<file path="src/rtl/axi4_lite_master.sv">
// AXI4-Lite initiator with a single start/done request port.
// One access in flight at a time; all AXI outputs come from flops.

module axi4_lite_master #(
    parameter int         AXI_ADDR_WIDTH = 64,
    parameter int         AXI_DATA_WIDTH = 32,
    parameter logic [2:0] AXI_PROT       = 3'b000
) (
    input  logic                        clk_i,
    input  logic                        arst_i,

    input  logic                        start_read_i,
    input  logic                        start_write_i,
    input  logic [AXI_ADDR_WIDTH-1:0]   addr_i,
    input  logic [AXI_DATA_WIDTH-1:0]   data_i,
    input  logic [AXI_DATA_WIDTH/8-1:0] strb_i,
    output logic [AXI_DATA_WIDTH-1:0]   data_o,
    output logic [1:0]                  resp_o,
    output logic                        read_done_o,
    output logic                        write_done_o,
    output logic                        busy_o,

    output logic                        AR_VALID,
    output logic [AXI_ADDR_WIDTH-1:0]   AR_ADDR,
    output logic [2:0]                  AR_PROT,
    input  logic                        AR_READY,

    input  logic [AXI_DATA_WIDTH-1:0]   R_DATA,
    input  logic [1:0]                  R_RESP,
    input  logic                        R_VALID,
    output logic                        R_READY,

    output logic                        AW_VALID,
    output logic [AXI_ADDR_WIDTH-1:0]   AW_ADDR,
    output logic [2:0]                  AW_PROT,
    input  logic                        AW_READY,

    output logic                        W_VALID,
    output logic [AXI_DATA_WIDTH-1:0]   W_DATA,
    output logic [AXI_DATA_WIDTH/8-1:0] W_STRB,
    input  logic                        W_READY,

    input  logic [1:0]                  B_RESP,
    input  logic                        B_VALID,
    output logic                        B_READY
);

    localparam int STRB_W = AXI_DATA_WIDTH / 8;

    typedef enum logic [2:0] {
        ST_IDLE,
        ST_RD_ADDR,
        ST_RD_DATA,
        ST_WR_ADDR_DATA,
        ST_WR_RESP
    } state_e;

    state_e                    state_q, state_d;

    logic                      ar_valid_q, ar_valid_d;
    logic [AXI_ADDR_WIDTH-1:0] ar_addr_q, ar_addr_d;
    logic                      r_ready_q, r_ready_d;

    logic                      aw_valid_q, aw_valid_d;
    logic [AXI_ADDR_WIDTH-1:0] aw_addr_q, aw_addr_d;
    logic                      w_valid_q, w_valid_d;
    logic [AXI_DATA_WIDTH-1:0] w_data_q, w_data_d;
    logic [STRB_W-1:0]         w_strb_q, w_strb_d;
    logic                      b_ready_q, b_ready_d;

    logic [AXI_DATA_WIDTH-1:0] data_q, data_d;
    logic [1:0]                resp_q, resp_d;
    logic                      rd_done_q, rd_done_d;
    logic                      wr_done_q, wr_done_d;

    // Address and data channels still waiting for their handshake.
    logic                      aw_pend;
    logic                      w_pend;

    // Next-state and next-output logic for the shared read/write FSM.
    always_comb begin
        state_d    = state_q;
        ar_valid_d = ar_valid_q;
        ar_addr_d  = ar_addr_q;
        r_ready_d  = r_ready_q;
        aw_valid_d = aw_valid_q;
        aw_addr_d  = aw_addr_q;
        w_valid_d  = w_valid_q;
        w_data_d   = w_data_q;
        w_strb_d   = w_strb_q;
        b_ready_d  = b_ready_q;
        data_d     = data_q;
        resp_d     = resp_q;
        rd_done_d  = 1'b0;
        wr_done_d  = 1'b0;
        aw_pend    = aw_valid_q && !AW_READY;
        w_pend     = w_valid_q && !W_READY;

        unique case (state_q)
            ST_IDLE: begin
                // A simultaneous write request is dropped, not queued.
                if (start_read_i) begin
                    state_d    = ST_RD_ADDR;
                    ar_valid_d = 1'b1;
                    ar_addr_d  = addr_i;
                end else if (start_write_i) begin
                    state_d    = ST_WR_ADDR_DATA;
                    aw_valid_d = 1'b1;
                    w_valid_d  = 1'b1;
                    aw_addr_d  = addr_i;
                    w_data_d   = data_i;
                    w_strb_d   = strb_i;
                end
            end

            ST_RD_ADDR: begin
                if (ar_valid_q && AR_READY) begin
                    ar_valid_d = 1'b0;
                    r_ready_d  = 1'b1;
                    state_d    = ST_RD_DATA;
                end
            end

            ST_RD_DATA: begin
                if (R_VALID && r_ready_q) begin
                    data_d    = R_DATA;
                    resp_d    = R_RESP;
                    r_ready_d = 1'b0;
                    rd_done_d = 1'b1;
                    state_d   = ST_IDLE;
                end
            end

            ST_WR_ADDR_DATA: begin
                // Each channel retires on its own handshake.
                aw_valid_d = aw_pend;
                w_valid_d  = w_pend;
                if (!aw_pend && !w_pend) begin
                    b_ready_d = 1'b1;
                    state_d   = ST_WR_RESP;
                end
            end

            ST_WR_RESP: begin
                if (B_VALID && b_ready_q) begin
                    resp_d    = B_RESP;
                    b_ready_d = 1'b0;
                    wr_done_d = 1'b1;
                    state_d   = ST_IDLE;
                end
            end

            default: begin
                state_d = ST_IDLE;
            end
        endcase
    end

    // FSM state register.
    always_ff @(posedge clk_i or posedge arst_i) begin
        if (arst_i) begin
            state_q <= ST_IDLE;
        end else begin
            state_q <= state_d;
        end
    end

    // Read address and read data channel registers.
    always_ff @(posedge clk_i or posedge arst_i) begin
        if (arst_i) begin
            ar_valid_q <= 1'b0;
            ar_addr_q  <= '0;
            r_ready_q  <= 1'b0;
        end else begin
            ar_valid_q <= ar_valid_d;
            ar_addr_q  <= ar_addr_d;
            r_ready_q  <= r_ready_d;
        end
    end

    // Write address, write data and write response channel registers.
    always_ff @(posedge clk_i or posedge arst_i) begin
        if (arst_i) begin
            aw_valid_q <= 1'b0;
            aw_addr_q  <= '0;
            w_valid_q  <= 1'b0;
            w_data_q   <= '0;
            w_strb_q   <= '0;
            b_ready_q  <= 1'b0;
        end else begin
            aw_valid_q <= aw_valid_d;
            aw_addr_q  <= aw_addr_d;
            w_valid_q  <= w_valid_d;
            w_data_q   <= w_data_d;
            w_strb_q   <= w_strb_d;
            b_ready_q  <= b_ready_d;
        end
    end

    // Requester-side result registers and completion pulses.
    always_ff @(posedge clk_i or posedge arst_i) begin
        if (arst_i) begin
            data_q    <= '0;
            resp_q    <= 2'b00;
            rd_done_q <= 1'b0;
            wr_done_q <= 1'b0;
        end else begin
            data_q    <= data_d;
            resp_q    <= resp_d;
            rd_done_q <= rd_done_d;
            wr_done_q <= wr_done_d;
        end
    end

    assign AR_VALID     = ar_valid_q;
    assign AR_ADDR      = ar_addr_q;
    assign AR_PROT      = AXI_PROT;
    assign R_READY      = r_ready_q;

    assign AW_VALID     = aw_valid_q;
    assign AW_ADDR      = aw_addr_q;
    assign AW_PROT      = AXI_PROT;
    assign W_VALID      = w_valid_q;
    assign W_DATA       = w_data_q;
    assign W_STRB       = w_strb_q;
    assign B_READY      = b_ready_q;

    assign data_o       = data_q;
    assign resp_o       = resp_q;
    assign read_done_o  = rd_done_q;
    assign write_done_o = wr_done_q;
    assign busy_o       = (state_q != ST_IDLE);

endmodule

</file>
<file path="config.mk">
export PLATFORM = sky130hd
export DESIGN_NAME = axi4_lite_master
export DESIGN_NICKNAME = d
export VERILOG_FILES = /design/src/rtl/axi4_lite_master.sv
export SDC_FILE = /design/constraint.sdc
export NUM_CORES = 1
export LEC_CHECK = 0
export ABC_AREA = 1
export CORE_ASPECT_RATIO = 0.8
export CORE_MARGIN = 3
export CORE_UTILIZATION = 38
export DETAILED_ROUTE_END_ITERATION = 7
export PLACE_DENSITY = 0.77
export SLEW_MARGIN = 20
export SYNTH_ARGS = -nofsm -noshare
export SYNTH_HDL_FRONTEND = slang
export SYNTH_SLANG_ARGS = --single-unit
</file>
<file path="constraint.sdc">
create_clock -name clk_i -period 8.6 [get_ports clk_i]
set_clock_uncertainty 0.1 [all_clocks]
set_input_delay 2.58 -clock clk_i [delete_from_list [all_inputs] [get_ports clk_i]]
set_output_delay 2.58 -clock clk_i [all_outputs]
set_load 0.1 [all_outputs]
</file>
==> summary.md, run 1 <==
| Metric | Value |
|---|---|
| Via density per instance | 4.70 |
| Most frequent cells in the layout | clkdlybuf4s50_1 (349), nand2_1 (328), dfrtp_1 (208) |
| CP Launch Type | flop |
| Routability cong. | about 0.78 |
| Antenna violations before repair | 0 |
| Max cap viols | 0 |
| Cell area after layout | 12600 um2 |
| Post-Place Cells | around 1400 |
| RSZ-0062 raised after global routing | false |
| Post-Synth Simple-Gate Area | a little under a fifth |
| Total wire length | ~23000 um |
| Max clock buf depth | 3 |
| Die area | 23800 um2 |
| Total gr overflow | 0 |
| Avg Inst Size Synth | a little under 10 um2 |
| Synthesized cell area | approximately 8300 um2 |
| Post-Synth XOR/XNOR Area | 0% |
| Gr usage total | a little under a fifth |
| Req. time, crit path | slightly below 6 ns |
| TNS Setup | 0 ns |
| Largest net degree at the start of global routing | between 150 and 200 |
| Leading area contributor after synthesis | dfrtp_1 |
| CTS root buffer | clkbuf_16 |
| Synth Area in Compound Gates | between 10% and 20% |
| Layout cells sized above 1 | between 8 and 9% |
| Core area | 21100 um2 |
| Post-synth top area share | a little over 60% |
| Commonest non-fill, non-tap cell in the layout | clkdlybuf4s50_1 |
| Largest family of logic cells by synthesized area | simple AND/OR/NAND/NOR gates |
| DRT antenna net count | 0 |
| Max FO, Critical Path | 9 |
| Fin nets | ~1300 |
| Worst-Margin Slew | around 1.1 ns |
| CP Capture Type | primary output |
| Post-Synth Adder-Cell Area | 0% |
| Row count | 47 |
| Final cell count without fillers | 1467 |
| Drc violations | 0 |
| Yosys Warn Count | 0 |
| Fill count | 1771 |
| Area contributors post-synth | dfrtp_1 (62%), nand2_1 (15%), o21ai_2 (6.3%) |
| Slew HR | 27.8% |
| Final hold vios | 0 |
| DR pass1 iterations | 4 |
| Global-route wire length before repair | between 30000 and 40000 um |
| Port buffer count | between 300 and 400 |
| Post-synthesis mux area share | 0% |
| Yosys reg bits | between 200 and 250 |
| Fmax | 0.197 GHz |
| Distinct cells, synth | 21 |
| Number of top-level pins | ~360 |
| Clk Latency, worst-skew pair | 0.49 ns |
| Final Util | between 50% and 60% |
| Initial core utilization | roughly two fifths |
| Period Utilization, post-route | ~60% |
| Final count of pins violating max slew | 0 |
| Die X | 172 um |
| Crit Path Category | reg2out |
| Post-CTS setup buffers | 0 |
| Die height | 139 um |
| Cells after Synth | approximately 860 |
| DR vias | approximately 6900 |
| Antenna diode count | 0 |
| Crit path DAT | approximately 2.4 ns |
| Total CTS buffers | 22 |
| Routed len/inst | 15.9 um |
| Hpwl dp | 16400 um |
| H-Tree Depth | 1 |
| CTS resizes | 0 |
| Area grow syn2layout | 50.9% |
| CTS Hold Bufs | 0 |
| Initial DRC Count | roughly 370 |
| Tightest Hold Check Type | reg2reg |
| Clk sinks | 208 |
| CTS tree | built |
| Final setup violation count | 0 |
| Final Critical Period | slightly above 5 ns |
| Post-synthesis sequential area ratio | between 60 and 70% |
| DP Area | approximately 12000 um2 |
| Outcome | finished clean |
| Vias in the first global route | ~6700 |
| Worst-path clk slew | approximately 0.06 ns |
==> path summary, 6_finish.rpt <==
check | cells after the start | slack, ns | endpoint | start
max | 3 | 3.51 | busy_o | state_q[2]$_DFFE_PP0P_
min | 2 | 0.37 | W_DATA[25]$_DFFE_PP0P_ | W_DATA[25]$_DFFE_PP0P_
max reg2reg | 7 | 5.58 | AW_ADDR[27]$_DFFE_PP0P_ | state_q[1]$_DFFE_PP0P_
min reg2reg | 2 | 0.37 | W_DATA[25]$_DFFE_PP0P_ | W_DATA[25]$_DFFE_PP0P_
max in group asynchronous | 3 | 4.61 | AR_ADDR[49]$_DFFE_PP0P_ | arst_i
min in group asynchronous | 2 | 2.52 | AR_ADDR[27]$_DFFE_PP0P_ | arst_i
==> through the flow <==
stage / setup WS (ns) / hold slack, ns
2_1_floorplan: 0.239 / 0.435
6_report: 3.51 / 0.369
3_5_place_dp: 2.99 / 0.357
5_1_grt: 3.36 / 0.390
4_1_cts: 3.48 / 0.373
3_3_place_gp: 3.04 / 0.353
==> kinds of logic after synthesis <==
kind of cell	after synthesis
and+or+nand+nor	385
DFF	208
AOI/OAI and AO/OA	135
buffers and inverters	129
other	1
==> cell type report <==
cell class	count	area [um2]	share of cell area [%]
Sequential cell	208	5200	41.3
Timing Repair Buffer	353	3540	28.1
Multi-Input combinational cell	526	2490	19.8
Clock buffer	29	638	5.07
Tap cell	269	337	2.67
Inverter	76	298	2.37
Clock inverter	6	80.1	0.636
==> sequential cells by signal, summed over array words and instances (netlist names), 2 cells and up <==
name and flops:
resp_o 2, AW_ADDR 64, W_STRB 4, W_DATA 32
state_q 3, AR_ADDR 64, data_o 32
==> routing by layer <==
metal | wire [um] | track usage, % | up-vias
met5 | 0 | 0 | -
met4 | 545 | 4.15 | 0
met3 | 2510 | 7.19 | 43
met2 | 11300 | 31.6 | 283
met1 | 9040 | 22.7 | 3229
li1 | - | - | 3337
==> synthesized netlist by cell type, drive strengths merged <==
master  count
a21oi       6
clkbuf     10
buf        43
nand2     331
nand3      45
nor2        7
conb        1
o21ai     128
a211oi      1
nand4       2
inv        76
dfrtp     208
==> worst max-delay path, cell delays in order, from the launching register on <==
cell and delay [ns]:
dfrtp_1 0.52, inv_1 0.09, nand2_2 0.13, clkdlybuf4s50_1 1.18
Power of run 1 is left out: the tool's default activity adds up to more than one toggle a clock period on the data nets, which glitch-free logic cannot reach.
==> inputs of run 2 (changes only) <==
--- a/config.mk
+++ b/config.mk
@@ -8,9 +8,9 @@
 export ABC_AREA = 1
 export CORE_ASPECT_RATIO = 0.8
 export CORE_MARGIN = 3
-export CORE_UTILIZATION = 38
+export CORE_UTILIZATION = 43
 export DETAILED_ROUTE_END_ITERATION = 7
-export PLACE_DENSITY = 0.77
+export PLACE_DENSITY = 0.82
 export SLEW_MARGIN = 20
 export SYNTH_ARGS = -nofsm -noshare
 export SYNTH_HDL_FRONTEND = slang
==> constraint.sdc (replaced) <==
create_clock -name clk_i -period 4.88 [get_ports clk_i]
set_clock_uncertainty 0.1 [all_clocks]
set_input_delay 1.464 -clock clk_i [delete_from_list [all_inputs] [get_ports clk_i]]
set_output_delay 1.464 -clock clk_i [all_outputs]
set_load 0.1 [all_outputs]
==> run 2 against run 1 <==
Effect of this change:
- register-to-register slack got worse by 2.9 ns
- clock-buffer cell count increased by 2
- critical endpoint unchanged
- cell count decreased by 0.55%
- core utilization increased by 8.1 points
- die area decreased by 11%
- non-clock buffer count increased by 3
- highest routed layer unchanged
- critical path depth unchanged
- global-route usage increased by 4.1 points
- via count increased by 2.9%
- first-iteration DRC count increased by 40%
- sequential share of layout area decreased by 0.066 points
==> summary.md, run 2 (synthesis gave the netlist of run 1 again) <==
| Metric | Value |
|---|---|
| Area grow syn2layout | 51.2% |
| H-Tree Depth | 1 (unchanged) |
| Worst-path clk slew | 0.06 ns (about the same) |
| Initial core utilization | 44.8% (+5.3 points) |
| Tightest Hold Check Type | reg2reg |
| Antenna violations before repair | 2 (+2) |
| Largest net degree at the start of global routing | 112 (-32%) |
| Routability cong. | 0.800 (+2.8%) |
| Die area | 21100 um2 (-11%) |
| Hpwl dp | 17900 um (+9.6%) |
| Total gr overflow | 0 (unchanged) |
| Cell family with the largest share of critical-path delay | buffers and inverters |
| CTS tree | built |
| Die height | 131 um (-5.7%) |
| Final setup violation count | 0 (unchanged) |
| RSZ-0062 raised after global routing | false |
| Port buffer count | 350 (unchanged) |
| DR pass1 iterations | 5 (+1) |
| Final Critical Period | between 3 and 4 ns |
| Crit path DAT | 2.39 ns (-0.02 ns) |
| Final hold vios | 0 (unchanged) |
| Global-route wire length before repair | 38300 um (+6.5%) |
| DR vias | 7094 (+2.9%) |
| Layout cells sized above 1 | 9.31% (+0.38 points) |
| Total wire length | 24900 um (+6.7%) |
| Routed len/inst | 17.1 um (+7.3%) |
| CTS root buffer | clkbuf_16 |
| Total CTS buffers | 21 (-4.5%) |
| Reg-to-reg critical path endpoint | data_o[31]$_DFFE_PP0P_ |
| Drc violations | 0 (unchanged) |
| Critical hold path startpoint | W_STRB[0]$_DFFE_PP0P_ |
| Via density per instance | 4.86 (+3.5%) |
| Critical-path top delay cell | clkdlybuf4s50_1 |
| Most frequent cells in the layout | clkdlybuf4s50_1 (349), nand2_1 (328), dfrtp_1 (208) |
| Worst-Margin Slew | 1.12 ns (+0.0440 ns) |
| Max FO, Critical Path | 9 (unchanged) |
| Req. time, crit path | 3.32 ns (-2.60 ns) |
| Worst R2R Path Depth | 6 (-1) |
| CTS Hold Bufs | 0 (unchanged) |
| Clk sinks | 208 (unchanged) |
| DRT antenna net count | 0 (unchanged) |
| Outcome | finished clean |
| Biggest cell delay along the critical path | 1.18 ns (about the same) |
| WP buf/inv | 2 (unchanged) |
| Fin nets | 1334 (+0.15%) |
| Commonest non-fill, non-tap cell in the layout | clkdlybuf4s50_1 |
| R2R Path Start | state_q[1]$_DFFE_PP0P_ |
| TNS Setup | 0 ns (unchanged) |
| Max cap viols | 0 (unchanged) |
| Core area | 18600 um2 (-12%) |
| DP Area | 11900 um2 (+0.48%) |
| Number of top-level pins | 357 (unchanged) |
| Vias in the first global route | 7280 (+9.2%) |
| Slew HR | 24.8% (-2.9 points) |
| CP Launch Type | flop |
| Gr usage total | 22.8% (+4.1 points) |
| Stages on the worst setup path | 3 (unchanged) |
| Row count | 44 (-6.4%) |
| Crit Path Category | reg2out |
| CTS resizes | 0 (unchanged) |
| Fmax | 0.253 GHz |
| Clk Latency, worst-skew pair | 0.48 ns (about the same) |
| CP Capture Type | primary output |
| Die X | 162 um (-5.8%) |
| Initial DRC Count | 517 (+40%) |
| Period Utilization, post-route | 80.9% |
| Max clock buf depth | 3 (unchanged) |
| Worst-path cell chain | inv_1 -> nand2_2 -> clkdlybuf4s50_1 |
| Setup crit end | busy_o |
| Cell area after layout | 12600 um2 (+0.16%) |
| Final count of pins violating max slew | 0 (unchanged) |
| CP Launch Point | state_q[2]$_DFFE_PP0P_ |
| Post-CTS setup buffers | 0 (unchanged) |
| Worst reg2reg setup slack | 2.66 ns (-2.92 ns) |
[run 2: cell count changes in the layout (fill, tap and decap cells not counted), moves of 2 or more]
cell | before | now
clkinv_2 | 4 | 2
clkbuf_16 | 23 | 21
clkinvlp_4 | 0 | 3
clkbuf_8 | 4 | 8
diode_2 | 0 | 3
buf_12 | 0 | 4
[run 2: layout make-up]
type / count / area, um2
fillers: 1447 / 6000
flip-flops and latches: 208 / 5200
repair buffers: 356 / 3590
multi-input cells: 526 / 2490
clock buffers: 31 / 643
well taps: 253 / 317
inverters: 76 / 289
clock inverters: 6 / 63.8
diodes: 3 / 7.51
[run 2: worst min-delay path by stage]
stage	endpoint	slack [ns]	cells after the start
floorplan	state_q[0]$_DFFE_PP0P_	0.43	2
global placement	W_DATA[9]$_DFFE_PP0P_	0.35	2
detailed placement	W_DATA[8]$_DFFE_PP0P_	0.36	2
CTS	W_DATA[8]$_DFFE_PP0P_	0.37	2
global route	W_DATA[13]$_DFFE_PP0P_	0.39	2
finish	W_STRB[0]$_DFFE_PP0P_	0.37	2
[run 2: stage by stage]
step	hold WS [ns]	util, %	worst slack [ns]	std cells
after floorplan	0.435	-	0.616	863
after global placement	0.354	63.9	1.43	1419
after detailed placement	0.357	63.9	1.33	1419
after CTS	0.373	67.7	0.913	1456
after global routing	0.389	67.8	0.857	1458
final	0.369	67.8	0.931	1459
[run 2: metal layers]
layer / track usage, % / vias to the layer above / wire, um
li1: - / 3330 / -
met1: 26.5 / 3407 / 9250
met5: 0 / - / 0
met4: 9.83 / 0 / 974
met3: 7.03 / 57 / 2210
met2: 39.8 / 300 / 12500
[run 2: tightest hold or removal path, stage by stage, from the launching register on]
cell and delay, ns:
dfrtp_1 0.34, nand2_1 0.05, nand2_1 0.05
Power of run 2 is left out for the same reason.
==> inputs of run 3 (changes only) <==
==> constraint.sdc (replaced) <==
create_clock -name clk_i -period 3.85 [get_ports clk_i]
set_clock_uncertainty 0.1 [all_clocks]
set_input_delay 1.155 -clock clk_i [delete_from_list [all_inputs] [get_ports clk_i]]
set_output_delay 1.155 -clock clk_i [all_outputs]
set_load 0.1 [all_outputs]
==> run 3 against run 2 <==
Effect of this change:
- non-clock buffer count increased by 12
- first-iteration DRC count down 19%
- register-to-register slack got worse by 0.84 ns
- flip-flop and latch count stayed put
- sequential share of layout area grew 1.3 points
- critical path depth unchanged
- global-route usage is 1.3 points lower
- hold slack hardly changed
- routed wire length fell by 4.7%
- critical path type unchanged
- largest cell class unchanged
==> summary.md, run 3 (synthesis gave the netlist of run 1 again) <==
| Metric | Value |
|---|---|
| Outcome | finished clean |
| CTS root buffer | clkbuf_16 |
| Port buffer count | 350 (unchanged) |
| Initial core utilization | 44.8% (unchanged) |
| CP Launch Type | flop |
| Cell family with the largest share of critical-path delay | flip-flops |
| Clk sinks | 208 (unchanged) |
| Stages on the worst setup path | 3 (unchanged) |
| Worst-path clk slew | 0.06 ns (about the same) |
| Final setup violation count | 0 (unchanged) |
| Global-route wire length before repair | 36400 um (-5.1%) |
| Worst-path cell chain | inv_1 -> nand2_2 -> buf_4 |
| Initial DRC Count | 417 (-19%) |
| Final Util | 65.7% (-2.0 points) |
| Total wire length | 23700 um (-4.7%) |
| Total CTS buffers | 21 (unchanged) |
| Most frequent cells in the layout | nand2_1 (328), buf_4 (219), dfrtp_1 (208) |
| Setup crit end | busy_o |
| Drc violations | 0 (unchanged) |
| Crit Path Category | reg2out |
| Row count | 44 (unchanged) |
| Max FO, Critical Path | 9 (unchanged) |
| Period Utilization, post-route | about three quarters |
| Die X | 162 um (unchanged) |
| Antenna violations before repair | 0 (-2) |
| WL met2 | 11800 um (-5.2%) |
| CTS tree | built |
| Largest net degree at the start of global routing | 75 (-33%) |
| WP buf/inv | 2 (unchanged) |
| Max layer used | met4 |
| Crit path DAT | 1.56 ns (-0.83 ns) |
| Max clock buf depth | 3 (unchanged) |
| Die area | 21100 um2 (unchanged) |
| CP Capture Type | primary output |
| Biggest cell delay along the critical path | 0.53 ns (-0.65 ns) |
| Final cell count without fillers | 1469 (+0.69%) |
| Commonest non-fill, non-tap cell in the layout | nand2_1 |
| Req. time, crit path | 2.59 ns (-0.73 ns) |
| Routability cong. | 0.815 (+1.9%) |
| Final Critical Period | 2.82 ns |
| Number of top-level pins | 357 (unchanged) |
| Fmax | between 0.3 and 0.4 GHz |
| RSZ-0062 raised after global routing | false |
| CTS Hold Bufs | 0 (unchanged) |
| Area grow syn2layout | 46.7% |
| Critical-path top delay cell | dfrtp_1 |
| Fill count | 1474 (+1.9%) |
| CP Launch Point | state_q[2]$_DFFE_PP0P_ |
| Clk Latency, worst-skew pair | 0.48 ns (about the same) |
| Worst R2R Path Depth | 7 (+1) |
| Routed len/inst | 16.2 um (-5.4%) |
| Worst-Margin Slew | 0.822 ns (-0.302 ns) |
| Post-Place Cells | 1431 (+0.85%) |
| DRT antenna net count | 0 (unchanged) |
| Fin nets | 1346 (+0.90%) |
| Slew HR | 45.1% (+20 points) |
| Vias in the first global route | 6758 (-7.2%) |
| Reg-to-reg critical path endpoint | AW_ADDR[57]$_DFFE_PP0P_ |
| Layout cells sized above 1 | 27.1% (+18 points) |
| Core area | 18600 um2 (unchanged) |
| Via density per instance | 4.72 (-2.8%) |
| Max cap viols | 0 (unchanged) |
| Total gr overflow | 0 (unchanged) |
| Worst reg2reg setup slack | 1.82 ns (-0.84 ns) |
| Final hold vios | 0 (unchanged) |
| DR vias | 6941 (-2.2%) |
| M1 WL | 9520 um (+2.9%) |
| Post-CTS setup buffers | 0 (unchanged) |
| R2R Path Start | state_q[1]$_DFFE_PP0P_ |
| Tightest Hold Check Type | reg2reg |
| Gr usage total | 21.5% (-1.3 points) |
| Die height | 131 um (unchanged) |
| Final count of pins violating max slew | 0 (unchanged) |
| Met3 wire len | 1950 um (-12%) |
| Hpwl dp | 17500 um (-2.5%) |
| DR pass1 iterations | 5 (unchanged) |
| CTS resizes | 0 (unchanged) |
| H-Tree Depth | 1 (unchanged) |
==> run 3: cell types whose count changed in the layout (fill, tap and decap cells not counted), sizes merged <==
cell           before  now
clkinv              3    4
bufinv              1    4
clkinvlp            3    1
buf                 7  225
clkdlybuf4s50     349  143
clkbuf             31   29
diode               3    1
==> run 3: stage by stage <==
step	hold WS, ns	setup WS (ns)	setup TNS, ns	cell area, um2
final	0.370	1.03	0	12200
after global routing	0.396	0.958	0	12200
after CTS	0.376	1.02	0	12200
after detailed placement	0.360	0.826	0	11500
after global placement	0.356	0.870	0	11500
after floorplan	0.435	-0.105	-21.89	8360
==> run 3: worst min-delay path by stage <==
stage                                start                      to  cells after the start
floorplan           state_q[0]$_DFFE_PP0P_  state_q[0]$_DFFE_PP0P_                      2
global placement     W_DATA[7]$_DFFE_PP0P_   W_DATA[7]$_DFFE_PP0P_                      2
detailed placement   W_DATA[7]$_DFFE_PP0P_   W_DATA[7]$_DFFE_PP0P_                      2
CTS                  W_DATA[7]$_DFFE_PP0P_   W_DATA[7]$_DFFE_PP0P_                      2
global route        W_DATA[11]$_DFFE_PP0P_  W_DATA[11]$_DFFE_PP0P_                      2
finish               W_DATA[7]$_DFFE_PP0P_   W_DATA[7]$_DFFE_PP0P_                      2
==> run 3: layout make-up <==
type	count	area (um2)	share of cell area (%)
Antenna cell	1	2.50	0.0205
Sequential cell	208	5200	42.5
Multi-Input combinational cell	526	2490	20.4
Tap cell	253	317	2.59
Timing Repair Buffer	368	3180	26.0
Clock buffer	29	606	4.95
Clock inverter	8	144	1.18
Inverter	76	289	2.36
==> run 3: tightest hold or removal path: stages, from the launching register on <==
cell	delay [ns]
dfrtp_1	0.34
nand2_1	0.05
nand2_1	0.04
==> run 3: per-layer routing <==
| layer | track usage (%) | vias to the layer above |
|---|---|---|
| li1 | - | 3368 |
| met1 | 26.7 | 3291 |
| met2 | 37.6 | 256 |
| met3 | 6.27 | 26 |
| met4 | 5.32 | 0 |
| met5 | 0 | - |
Power of run 3 is left out for the same reason.
